### src/rtl/mult8_pkg.sv
// mult8_pkg: shared types and constants for the 8x8 signed shift-add multiplier.
package mult8_pkg;

  localparam int WIDTH = 8;

  // Count value of the eighth and final add-shift step (the subtract step).
  localparam logic [2:0] LAST_STEP = 3'd7;

  typedef enum logic [1:0] {
    IDLE,
    CLEAR,
    COMPUTE,
    DONE
  } state_t;

endpackage

### src/rtl/mult8_shift_add_add_sub9.sv
// add_sub9: 9-bit sign-extending ripple adder/subtractor.
// Both 8-bit operands are sign-extended to 9 bits. With sub=1 the B operand
// is inverted and the carry-in forced to 1, giving A - B.
// X is the ninth (sign) bit of the result.
module add_sub9
  import mult8_pkg::*;
(
  input  logic [WIDTH-1:0] A,
  input  logic [WIDTH-1:0] B,
  input  logic             sub,
  output logic [WIDTH-1:0] S,
  output logic             X
);

  logic [WIDTH:0] a9;
  logic [WIDTH:0] b9;
  logic [WIDTH:0] s9;
  logic           carry;

  // Ripple-carry sum over the sign-extended operands.
  always_comb begin
    a9    = {A[WIDTH-1], A};
    b9    = {B[WIDTH-1], B} ^ {(WIDTH+1){sub}};
    s9    = '0;
    carry = sub;
    for (int i = 0; i <= WIDTH; i++) begin
      s9[i] = a9[i] ^ b9[i] ^ carry;
      carry = (a9[i] & b9[i]) | (carry & (a9[i] ^ b9[i]));
    end
  end

  assign S = s9[WIDTH-1:0];
  assign X = s9[WIDTH];

endmodule

### src/rtl/mult8_shift_add.sv
// mult8_shift_add: sequential 8x8 signed shift-add multiplier.
// B holds the multiplier, M the multiplicand; after eight add-shift steps the
// 16-bit signed product sits in {A,B} and X mirrors A[7].
// Optional macro MULT_INPUT_SYNC_EN: pass Run, ClearA_LoadB and S through
// two-flop synchronizers (adds two cycles of start latency).
//
// Handshake: Run is a level request; a 0->1 edge seen in IDLE starts one
// multiply. Busy is high in CLEAR/COMPUTE, Done is high in DONE and stays
// high until Run is released, so a held Run never restarts the multiply.
module mult8_shift_add
  import mult8_pkg::*;
(
  input  logic             Clk,
  input  logic             Reset_n,
  input  logic             Run,
  input  logic             ClearA_LoadB,
  input  logic [WIDTH-1:0] S,
  output logic [WIDTH-1:0] Aval,
  output logic [WIDTH-1:0] Bval,
  output logic             X,
  output logic             Busy,
  output logic             Done,
  output state_t           dbg_state
);

  logic             run_s;
  logic             clr_s;
  logic [WIDTH-1:0] s_s;

`ifdef MULT_INPUT_SYNC_EN
  logic [1:0]       run_sync;
  logic [1:0]       clr_sync;
  logic [WIDTH-1:0] s_sync1;
  logic [WIDTH-1:0] s_sync2;

  // Two-flop synchronizers for the switch/button inputs.
  always_ff @(posedge Clk) begin
    if (!Reset_n) begin
      run_sync <= '0;
      clr_sync <= '0;
      s_sync1  <= '0;
      s_sync2  <= '0;
    end else begin
      run_sync <= {run_sync[0], Run};
      clr_sync <= {clr_sync[0], ClearA_LoadB};
      s_sync1  <= S;
      s_sync2  <= s_sync1;
    end
  end

  assign run_s = run_sync[1];
  assign clr_s = clr_sync[1];
  assign s_s   = s_sync2;
`else
  assign run_s = Run;
  assign clr_s = ClearA_LoadB;
  assign s_s   = S;
`endif

  state_t           state;
  logic [WIDTH-1:0] m_reg;
  logic [2:0]       cnt;
  logic             run_q;
  logic [WIDTH-1:0] sum_lo;
  logic             sum_hi;

  // The final step subtracts M: the multiplier's MSB carries negative weight.
  add_sub9 u_add_sub9 (
    .A   (Aval),
    .B   (m_reg),
    .sub (cnt == LAST_STEP),
    .S   (sum_lo),
    .X   (sum_hi)
  );

  // Control FSM together with the X/A/B/M datapath registers.
  always_ff @(posedge Clk) begin
    if (!Reset_n) begin
      state <= IDLE;
      Aval  <= '0;
      Bval  <= '0;
      X     <= 1'b0;
      m_reg <= '0;
      cnt   <= '0;
      run_q <= 1'b0;
      Busy  <= 1'b0;
      Done  <= 1'b0;
    end else begin
      run_q <= run_s;
      case (state)
        IDLE: begin
          if (run_s && !run_q) begin
            m_reg <= s_s;
            Busy  <= 1'b1;
            state <= CLEAR;
          end else if (clr_s) begin
            Aval <= '0;
            X    <= 1'b0;
            Bval <= s_s;
          end
        end
        CLEAR: begin
          Aval  <= '0;
          X     <= 1'b0;
          cnt   <= '0;
          state <= COMPUTE;
        end
        COMPUTE: begin
          if (Bval[0]) begin
            X    <= sum_hi;
            Aval <= {sum_hi, sum_lo[WIDTH-1:1]};
            Bval <= {sum_lo[0], Bval[WIDTH-1:1]};
          end else begin
            Aval <= {X, Aval[WIDTH-1:1]};
            Bval <= {Aval[0], Bval[WIDTH-1:1]};
          end
          cnt <= cnt + 3'd1;
          if (cnt == LAST_STEP) begin
            Busy  <= 1'b0;
            Done  <= 1'b1;
            state <= DONE;
          end
        end
        DONE: begin
          if (!run_s) begin
            Done  <= 1'b0;
            state <= IDLE;
          end
        end
        default: state <= IDLE;
      endcase
    end
  end

  assign dbg_state = state;

endmodule

### config.mk
export PLATFORM = sky130hd
export DESIGN_NAME = mult8_shift_add
export DESIGN_NICKNAME = d
export VERILOG_FILES = /design/src/rtl/mult8_pkg.sv /design/src/rtl/mult8_shift_add_add_sub9.sv /design/src/rtl/mult8_shift_add.sv
export SDC_FILE = /design/constraint.sdc
export NUM_CORES = 1
export LEC_CHECK = 0
export CAP_MARGIN = 20
export CORE_MARGIN = 2
export CORE_UTILIZATION = 32
export CTS_BUF_LIST = sky130_fd_sc_hd__clkbuf_16
export CTS_CLUSTER_SIZE = 10
export DETAILED_ROUTE_END_ITERATION = 16
export GPL_TIMING_DRIVEN = 0
export MAX_ROUTING_LAYER = met4
export PLACE_DENSITY = 0.51
export SETUP_SLACK_MARGIN = 0.1
export SLEW_MARGIN = 15
export SYNTH_ARGS = -nofsm -noshare
export SYNTH_HDL_FRONTEND = slang
export SYNTH_SLANG_ARGS = --single-unit
### constraint.sdc
create_clock -name Clk -period 5.7 [get_ports Clk]
set_input_delay 1.14 -clock Clk [delete_from_list [all_inputs] [get_ports Clk]]
set_output_delay 1.14 -clock Clk [all_outputs]
set_load 0.02 [all_outputs]
======== After elaboration in Yosys (flattened, before gate mapping) ========
Index checks and enable logic that the tools add are counted.
storage, ports and cells
  flip-flop bits (word level) ............. 33
  bits in latches ......................... 0
  bits in writable memories ............... 0
  ROM bits ................................ 0
  input port bits ......................... 12
  output and inout bits ................... 21
  logic and storage cells ................. 100
  memories ................................ 0
cells by class
  add/sub/neg operators ................... 1
  $mul .................................... 0
  div/mod/pow operators ................... 0
  $lt $le $gt $ge ......................... 0
  eq/ne operators ......................... 10
  shift-type cells ........................ 0
  multiplexer cells ....................... 23
  bitwise gates (word level) .............. 43
  reductions and logical operators ........ 14
operator list
  cell                                                                      number
  8-bit 2-to-1 mux                                                          6
  8-bit case mux with 3 select lines                                        1
  1-bit bitwise XOR                                                         18
  1-bit AND                                                                 16
  8-bit case mux with 2 select lines                                        1
  3-bit AND reduction                                                       5
  2-bit inequality test (second input constant)                             5
  9-bit bitwise XOR                                                         1
  1-bit bitwise OR                                                          8
  2-bit case mux with 4 select lines                                        1
  1-bit 2-to-1 mux                                                          7
  2-bit 2-to-1 mux                                                          3
  3-bit case mux with 2 select lines                                        1
  2-bit nonzero test                                                        3
  2-bit == test (second input constant)                                     2
  1-bit case mux with 2 select lines                                        2
  4-bit AND reduction                                                       1
  3-bit by 1-bit adder with 3-bit output (second input constant)            1
  3-bit == test (second input constant)                                     1
  1-bit case mux with 3 select lines                                        1
  3-bit nonzero test                                                        1
  2-bit by 1-bit == test with 1-bit output (second input constant)          1
  2-bit zero test                                                           1
  2-bit by 1-bit inequality test with 1-bit output (second input constant)  1
  other kinds (3)                                                           3

======== Longest topological paths before layout ========
Gate-level depths: netlist of run 1.
  depth in word-level cells ............... 22
  gate-level depth with buffers ........... 14
  mapped depth without buffers ............ 13

======== Hierarchy ========
From an unflattened synthesis of run 1, not the netlist that was laid out.
second synthesis, totals
  cells, all modules ...................... 195
  area total of the unflattened synthesis .. 1875.5 um^2
modules (own cells, without submodules)
  module           instances  cells each  area an instance (um^2)  sequential area each (um^2)
  mult8_shift_add  1          163         1565.3                   660.6
  add_sub9         1          32          310.3                    0.0

======== Least setup slack after synthesis of run 1 ========
No wires, ideal clock.
  path kind ............................... register to register
  start ................................... register cnt[0]
  end ..................................... register Aval[7]
  library setup time ...................... 132 ps
  arrival time ............................ 4011 ps
  slack ................................... 1556 ps
  cell stages (with the launch flop) ...... 15
  period minus slack after synthesis ...... 4144 ps
  cell sequence ........................... dfxtp_1 > ha_1 > ha_1 > buf_6 > xnor2_1 > fa_1 > fa_1 > fa_1 > fa_1 > fa_1 > fa_1 > fa_1 > mux2_2 > nand3_1 > a21oi_1
on the way
  cells in the longest elaborated chain, start to end .. 22
ends and longest elaborated chain
  element                               line                            source
  from (decl)                           mult8_shift_add.sv:62           logic [2:0] cnt;
  from (signal assigned)                mult8_shift_add.sv:117          cnt <= cnt + 3'd1;
  3-bit == test *                       mult8_shift_add.sv:71           .sub (cnt == LAST_STEP),
  9-bit bitwise XOR                     mult8_shift_add_add_sub9.sv:23  b9 = {B[WIDTH-1], B} ^ {(WIDTH+1){sub}};
  1-bit bitwise XOR                     mult8_shift_add_add_sub9.sv:28  carry = (a9[i] & b9[i]) | (carry & (a9[i] ^ b9[i]));
  1-bit AND                             mult8_shift_add_add_sub9.sv:28
  1-bit bitwise OR                      mult8_shift_add_add_sub9.sv:28
  1-bit AND                             mult8_shift_add_add_sub9.sv:28
  1-bit bitwise OR                      mult8_shift_add_add_sub9.sv:28
  1-bit AND                             mult8_shift_add_add_sub9.sv:28
  [... 6 more ...]                      n/a
  1-bit bitwise OR                      mult8_shift_add_add_sub9.sv:28
  1-bit AND                             mult8_shift_add_add_sub9.sv:28
  1-bit bitwise OR                      mult8_shift_add_add_sub9.sv:28
  1-bit AND                             mult8_shift_add_add_sub9.sv:28
  1-bit bitwise OR                      mult8_shift_add_add_sub9.sv:28
  1-bit bitwise XOR *                   mult8_shift_add_add_sub9.sv:27  s9[i] = a9[i] ^ b9[i] ^ carry;
  8-bit 2-to-1 mux *                    mult8_shift_add.sv:109          if (Bval[0]) begin
  8-bit case mux with 3 select lines *  mult8_shift_add.sv:90           case (state)
  to (signal assigned)                  mult8_shift_add.sv:111          Aval <= {sum_hi, sum_lo[WIDTH-1:1]};
  to (signal assigned)                  mult8_shift_add.sv:114          Aval <= {X, Aval[WIDTH-1:1]};
  to (decl)                             mult8_shift_add.sv:18           output logic [WIDTH-1:0] Aval,
Mark *: on every way between the ends. The rest lies on a longest branch, timed or not.
A chain may end at the register's enable or synchronous reset.

======== Worst setup path after layout of run 1 ========
Same ends and word-level chain as after synthesis.

==> impl_summary.log, run 1 <==
INFO  metric power.leakage = 0.0007787 µW
INFO  metric drv_cap = 0
INFO  metric initial_utilization = 32.55%
INFO  metric grt_setup_unrepaired = no
INFO  metric cts_hold_buffers = 0
INFO  metric dp_hpwl = 3117 µm
INFO  metric drtAntennaViolNets = 0
INFO  metric routed_via_density = 4.748
INFO  metric holdPathEnd = m_reg[2]
INFO  metric worst_setup_path_end_kind = flop
INFO  metric design.die.area = 6143 µm²
INFO  metric initialDrtViolationCount = 89
INFO  metric max-vdd-ir-drop = 0.1651 mV
INFO  metric power.switching = 372.5 µW
INFO  metric slew_at_the_pin_closest_to_its_max_slew_limit = 545.8 ps
INFO  metric first_pass_detailed_route_iteration_total = 4
INFO  metric power.share.sequential = 31.6%
INFO  metric post_synth_main_area_contributors = dfxtp_1, fa_1, a21oi_1, nand2_1, mux2i_1
INFO  metric timing.final.ws_setup = 1381 ps
INFO  metric fin_cells = 310
INFO  metric r2r-start = cnt[0]
INFO  metric grt_pass1_vias = 1,462
INFO  metric grt_pass1_wl = 7182 µm
INFO  metric grt-ovfl-total = 0
INFO  metric global_route.usage.total = 15.50%
INFO  metric number_of_flops_mapped_to_enable_cells_by_yosys = 0
INFO  metric placement.setup.worst_slack = 1387 ps
INFO  metric outcome = completed
INFO  metric power.internal = 597.4 µW
INFO  metric ys_seq_elements = 33
INFO  metric finalCriticalPeriod = 4319 ps
INFO  metric synth.top_cell.area_share = 37.31%
INFO  metric setup.worst_path.start = cnt[0]
INFO  metric netlist_area_pre_place = 1770 µm²
INFO  metric clkTransAtPathRegs = 50 ps
INFO  metric root_buffer = clkbuf_16
INFO  metric die_y = 78.38 µm
INFO  metric postSynthNetCount = 223
INFO  metric finalMaxSlewViolations = 0
INFO  metric numClockSinks = 33
INFO  metric synth_area_per_cell = 8.942 µm²
INFO  metric fin_nets = 262
INFO  metric final.hold.worst_slack = 466.1 ps
INFO  metric rows = 27
INFO  metric ff2ff_setup_slack = 1380 ps
INFO  metric dr_total_vias = 1,472
INFO  metric layout.area.seq = 660.6 µm²
INFO  metric clk-insertion-delay-late = 270 ps
INFO  metric routabilityCongestion = 0.7445
INFO  metric cts.path.max_buffers = 2
INFO  metric core-area = 5439 µm²
INFO  metric groute.layer.met2.usage = 22.33%
INFO  metric setup_viol = 0
INFO  metric place_area = 2181 µm²
INFO  metric pin_count_of_the_biggest_net_entering_global_routing = 11
INFO  metric syn-instance-count = 198
INFO  metric gr_util_met1 = 21.74%
INFO  metric switching_share = 38.41%
INFO  metric min_delay_path_depth = 2
INFO  metric critical_path_class = reg2reg
INFO  metric critPathLaunchType = flop
INFO  metric io_buffers = 32
INFO  metric hold_viol = 0
INFO  metric cts_tree = built
INFO  metric pd_cells = 418.5 nW/µm²
INFO  metric fillCellCount = 567
INFO  metric io-pin-count = 33
INFO  metric worstPathMaxFanout = 9
INFO  metric yosys_warnings = 0
INFO  metric synth-async-reset-ratio = 0%
INFO  metric timing.final.crit_share = 75.77%
INFO  metric holdCritPathClass = reg2reg
INFO  metric combPwrFrac = 42.7%
INFO  metric power.share.clock = 25.8%
INFO  metric cts_setup_buffers = 0
INFO  metric final_design_area_no_fill = 2317 µm²
INFO  metric cts-htree-levels = 2
INFO  metric holdCritStartpoint = m_reg[2]
INFO  metric grt_most_used_layer = met2
INFO  metric slew_headroom = 63.61%
INFO  metric antenna_cells = 0
INFO  metric timing.rr.end = Aval[7]
INFO  metric detail_route.wl_per_cell = 13.54 µm
INFO  metric multi_input_comb_area = 985.9 µm²
INFO  metric clock-skew-final = 4.727 ps
INFO  metric drc_errors = 0
INFO  metric most_instantiated_cells_after_synthesis = dfxtp_1, nand2_1, a21oi_1
INFO  metric worstPathRequired = 5840 ps
INFO  metric totalNegativeSetupSlack = 0 ps
INFO  metric number_of_distinct_library_cells_after_synthesis = 35
INFO  metric drive_above_1_share = 7.983%
INFO  metric fmax = 231.6 MHz
INFO  metric timing.critical_path.arrival = 4460 ps
INFO  metric area_delta_synth_final = 30.88%
INFO  metric synth-seq-area-share = 37.31%
INFO  metric cts_made_buffers = 5
INFO  metric ff2ff_path_depth = 14
INFO  metric met3_usage = 2.759%
INFO  metric post_cts.resized_instances = 0
INFO  metric synth.largest_area_cell = dfxtp_1
INFO  metric antenna_found_initial = 0
INFO  metric dieWidth = 78.38 µm
INFO  metric wl = 4197 µm
INFO  metric postSynth.topFlopCell = dfxtp_1
INFO  metric yosysMostFrequentCell = dfxtp_1
INFO  metric cells_after_dpl = 302
## critical path: stages (launching register included)
cell and delay, ps:
dfxtp_1 320, ha_1 200, ha_1 190, buf_6 150, xnor2_1 140, fa_1 420
fa_1 400, fa_1 400, fa_1 390, fa_1 390, fa_1 390, fa_1 380
mux2_2 270, nand3_1 80, a21oi_1 70
## layout make-up
class	count	share of cell area [%]
repair buffers	32	13.82
plain buffers	13	3.132
clock inverters	3	0.4860
inverters	13	2.214
flip-flops and latches	33	28.51
multi-input cells	139	42.55
clock buffers	5	5.400
well taps	72	3.888
## cells by family after synthesis
group | synth area share [%]
AOI/OAI and AO/OA | 19.15
xor gates and xnor gates | 3.958
adders and majority gates | 12.16
DFF | 37.31
buffers and inverters | 6.997
and+or+nand+nor | 14.70
muxes | 5.725
## power groups by stage
stage,combinational (µW),clock [µW],sequential [µW]
5_1_grt,462,268,312
3_5_place_dp,418,0,311
2_1_floorplan,245,0,342
3_3_place_gp,416,0,311
4_1_cts,419,256,307
6_report,414,250,306
## cells in the final DEF (no fill, tap or decap), types with 2 or more instances in the layout
cell	netlist	final
dfxtp_1	33	33
clkdlybuf4s50_1	0	32
nand2_1	27	27
a21oi_1	23	23
inv_1	12	15
nor2_1	14	14
nand3_1	11	11
mux2i_1	9	9
xnor2_1	7	7
o2111ai_1	7	7
a211oi_1	7	7
fa_1	7	7
ha_1	6	6
clkbuf_1	5	5
clkbuf_16	0	5
nand2b_1	4	4
buf_2	4	4
buf_6	2	2
a211oi_2	2	2
## how the worst max path moves through the flow
stage                   end  slack [ps]  depth (start not counted)
floorplan           Aval[7]        1560                         14
global placement    Aval[7]        1380                         14
detailed placement  Aval[7]        1390                         14
CTS                 Aval[7]        1370                         14
global route        Aval[7]        1180                         14
finish              Aval[7]        1380                         14
## layer usage
layer	wire, µm	vias to the layer above
met4	46	0
met2	1840	33
met5	0	-
li1	-	761
met3	111	4
met1	2198	674
## metrics by stage
stage / power [µW] / utilization, %
global route: 1043 / 42.60
finish: 969.9 / 42.60
floorplan: 586.7 / -
detailed placement: 728.7 / 40.10
global placement: 727.5 / 40.10
CTS: 982.5 / 42.60
(Power assumes the default switching activity.)
==> run 2: changes to the inputs <==
==> constraint.sdc (replaced) <==
create_clock -name Clk -period 4.5 [get_ports Clk]
set_input_delay 0.9 -clock Clk [delete_from_list [all_inputs] [get_ports Clk]]
set_output_delay 0.9 -clock Clk [all_outputs]
set_load 0.02 [all_outputs]
==> run 2 against run 1 <==
Core utilization increased by 0.14 points. Largest power group unchanged. Via count increased by 0.61%. Power increased by 27%. Register-to-register slack got worse by 1100 ps. Non-clock buffer count unchanged. Global-route usage unchanged. Critical endpoint unchanged.
==> impl_summary.log, run 2 (synthesis gave the netlist of run 1 again) <==
INFO  metric outcome = completed
INFO  metric rows = 27
INFO  metric worst_setup_path_end_kind = flop
INFO  metric drtAntennaViolNets = 0
INFO  metric cts-htree-levels = 2
INFO  metric dp_hpwl = 3117 µm
INFO  metric antenna_cells = 0
INFO  metric timing.final.crit_share = 92.92%
INFO  metric routabilityCongestion = 0.7445
INFO  metric global_route.usage.total = 15.50%
INFO  metric cts_hold_buffers = 0
INFO  metric critical_path.slowest_cell = fa_1
INFO  metric setup_viol = 0
INFO  metric initialDrtViolationCount = 101
INFO  metric io_buffers = 32
INFO  metric power.share.clock = 25.7%
INFO  metric routed_via_density = 4.777
INFO  metric critPathLaunchType = flop
INFO  metric max-vdd-ir-drop = 0.2085 mV
INFO  metric worstPathMaxFanout = 9
INFO  metric area_delta_synth_final = 31.31%
INFO  metric combPwrFrac = 42.8%
INFO  metric antenna_found_initial = 0
INFO  metric drive_above_1_share = 9.244%
INFO  metric finalCriticalPeriod = 4182 ps
INFO  metric hold_viol = 0
INFO  metric place_area = 2181 µm²
INFO  metric first_pass_detailed_route_iteration_total = 4
INFO  metric grt_pass1_vias = 1,462
INFO  metric initial_utilization = 32.55%
INFO  metric numClockSinks = 33
INFO  metric detail_route.wl_per_cell = 13.56 µm
INFO  metric totalNegativeSetupSlack = 0 ps
INFO  metric dr_total_vias = 1,481
INFO  metric timing.critical_path.arrival = 4320 ps
INFO  metric critical_path_class = reg2reg
INFO  metric switching_share = 38.35%
INFO  metric fin_nets = 262
INFO  metric fillCellCount = 565
INFO  metric slew_at_the_pin_closest_to_its_max_slew_limit = 538.4 ps
INFO  metric grt-ovfl-total = 0
INFO  metric slowest_delay = 420 ps
INFO  metric final_design_area_no_fill = 2325 µm²
INFO  metric crit_top_cell = fa_1
INFO  metric drv_cap = 0
INFO  metric root_buffer = clkbuf_16
INFO  metric power.internal = 756.8 µW
INFO  metric grt_pass1_wl = 7182 µm
INFO  metric wl = 4204 µm
INFO  metric final_util = 42.74%
INFO  metric grt_setup_unrepaired = no
INFO  metric clkTransAtPathRegs = 50 ps
INFO  metric clk-insertion-delay-late = 270 ps
INFO  metric die_y = 78.38 µm
INFO  metric cts_made_buffers = 5
INFO  metric layout.cells.most_common = dfxtp_1
INFO  metric finalMaxSlewViolations = 0
INFO  metric power.leakage = 0.0007819 µW
INFO  metric design.die.area = 6143 µm²
INFO  metric fmax = 239.1 MHz
INFO  metric slew_headroom = 64.11%
INFO  metric pin_count_of_the_biggest_net_entering_global_routing = 11
INFO  metric pd_cells = 528.0 nW/µm²
INFO  metric core-area = 5439 µm²
INFO  metric power.switching = 470.7 µW
INFO  metric clock-skew-final = 4.640 ps
INFO  metric worstPathRequired = 4640 ps
INFO  metric io-pin-count = 33
INFO  metric critical_path.cell_chain = ha_1, ha_1, buf_6, xnor2_1, fa_1, fa_1, fa_2, fa_2, fa_2, fa_1, fa_1, mux2_2, nand3_1, a21oi_1
INFO  metric dieWidth = 78.38 µm
INFO  metric holdCritPathClass = reg2reg
INFO  metric drc_errors = 0
INFO  metric cts.path.max_buffers = 2
INFO  metric layout.cells.most_common_list = dfxtp_1, clkdlybuf4s50_1, nand2_1
INFO  metric power.share.sequential = 31.6%
INFO  metric cts_tree = built
-- run 2: cell count changes in the layout (fill, tap and decap cells not counted) --
| cell | previous run | this run |
|---|---|---|
| fa_2 | 0 | 3 |
| fa_1 | 7 | 4 |
-- run 2: power by group through the flow --
stage               registers, µW  logic, µW  clock network [µW]
floorplan                     433        310                   0
finish                        387        525                 315
global placement              394        527                   0
detailed placement            394        529                   0
CTS                           388        531                 325
global route                  395        586                 340
-- run 2: repair_timing --
item                                    CTS  global route
hold endpoints to repair                  0             0
setup buffers                             0             0
endpoints found under the setup margin    0             2
resized for setup                         0             3
-- run 2: layer usage --
metal | vias to the layer above | share of wire, % | GRT usage (%)
met5 | - | 0 | -
li1 | 763 | - | -
met3 | 2 | 2.5 | 2.759
met2 | 32 | 44 | 22.33
met4 | 0 | 0.81 | 5.789
met1 | 684 | 53 | 21.74
-- run 2: stage by stage --
| step | setup slack [ps] | hold WS (ps) | total power, µW | std cells |
|---|---|---|---|---|
| 4_1_cts | 173.3 | 470.5 | 1245 | 310 |
| 5_1_grt | 161.3 | 493.4 | 1321 | 310 |
| 6_report | 318.4 | 467.6 | 1228 | 310 |
| 3_5_place_dp | 187.1 | 463.3 | 923.0 | 302 |
| 3_3_place_gp | 177.9 | 458.8 | 921.5 | 302 |
| 2_1_floorplan | 356.2 | 448.1 | 743.1 | 198 |
-- run 2: cell type report --
class                   instances  area, µm²  share of cell area, %
plain buffers                  13      72.57                  3.122
clock buffers                   5      125.1                  5.382
clock inverters                 3      11.26                 0.4844
inverters                      13      51.30                  2.207
multi-input cells             139      993.5                  42.73
flip-flops and latches         33      660.6                  28.42
well taps                      72      90.09                  3.875
repair buffers                 32      320.3                  13.78
-- run 2: path summary, 6_finish.rpt --
path                                from        to  slack (ps)  cells past startpoint
worst max-delay path              cnt[0]   Aval[7]         320                     14
worst min-delay path            m_reg[4]  m_reg[4]         470                      2
worst max register to register    cnt[0]   Aval[7]         320                     14
worst min register to register  m_reg[4]  m_reg[4]         470                      2
-- run 2: worst max-delay path: cells and delay by family (launching register included) --
kind            cells  cell delay, ps
mux                 1             270
fa+ha+maj           9            3010
simple gates        1              80
buf+inv             1             150
xor+xnor            1             140
compound gates      1              70
flops               1             320
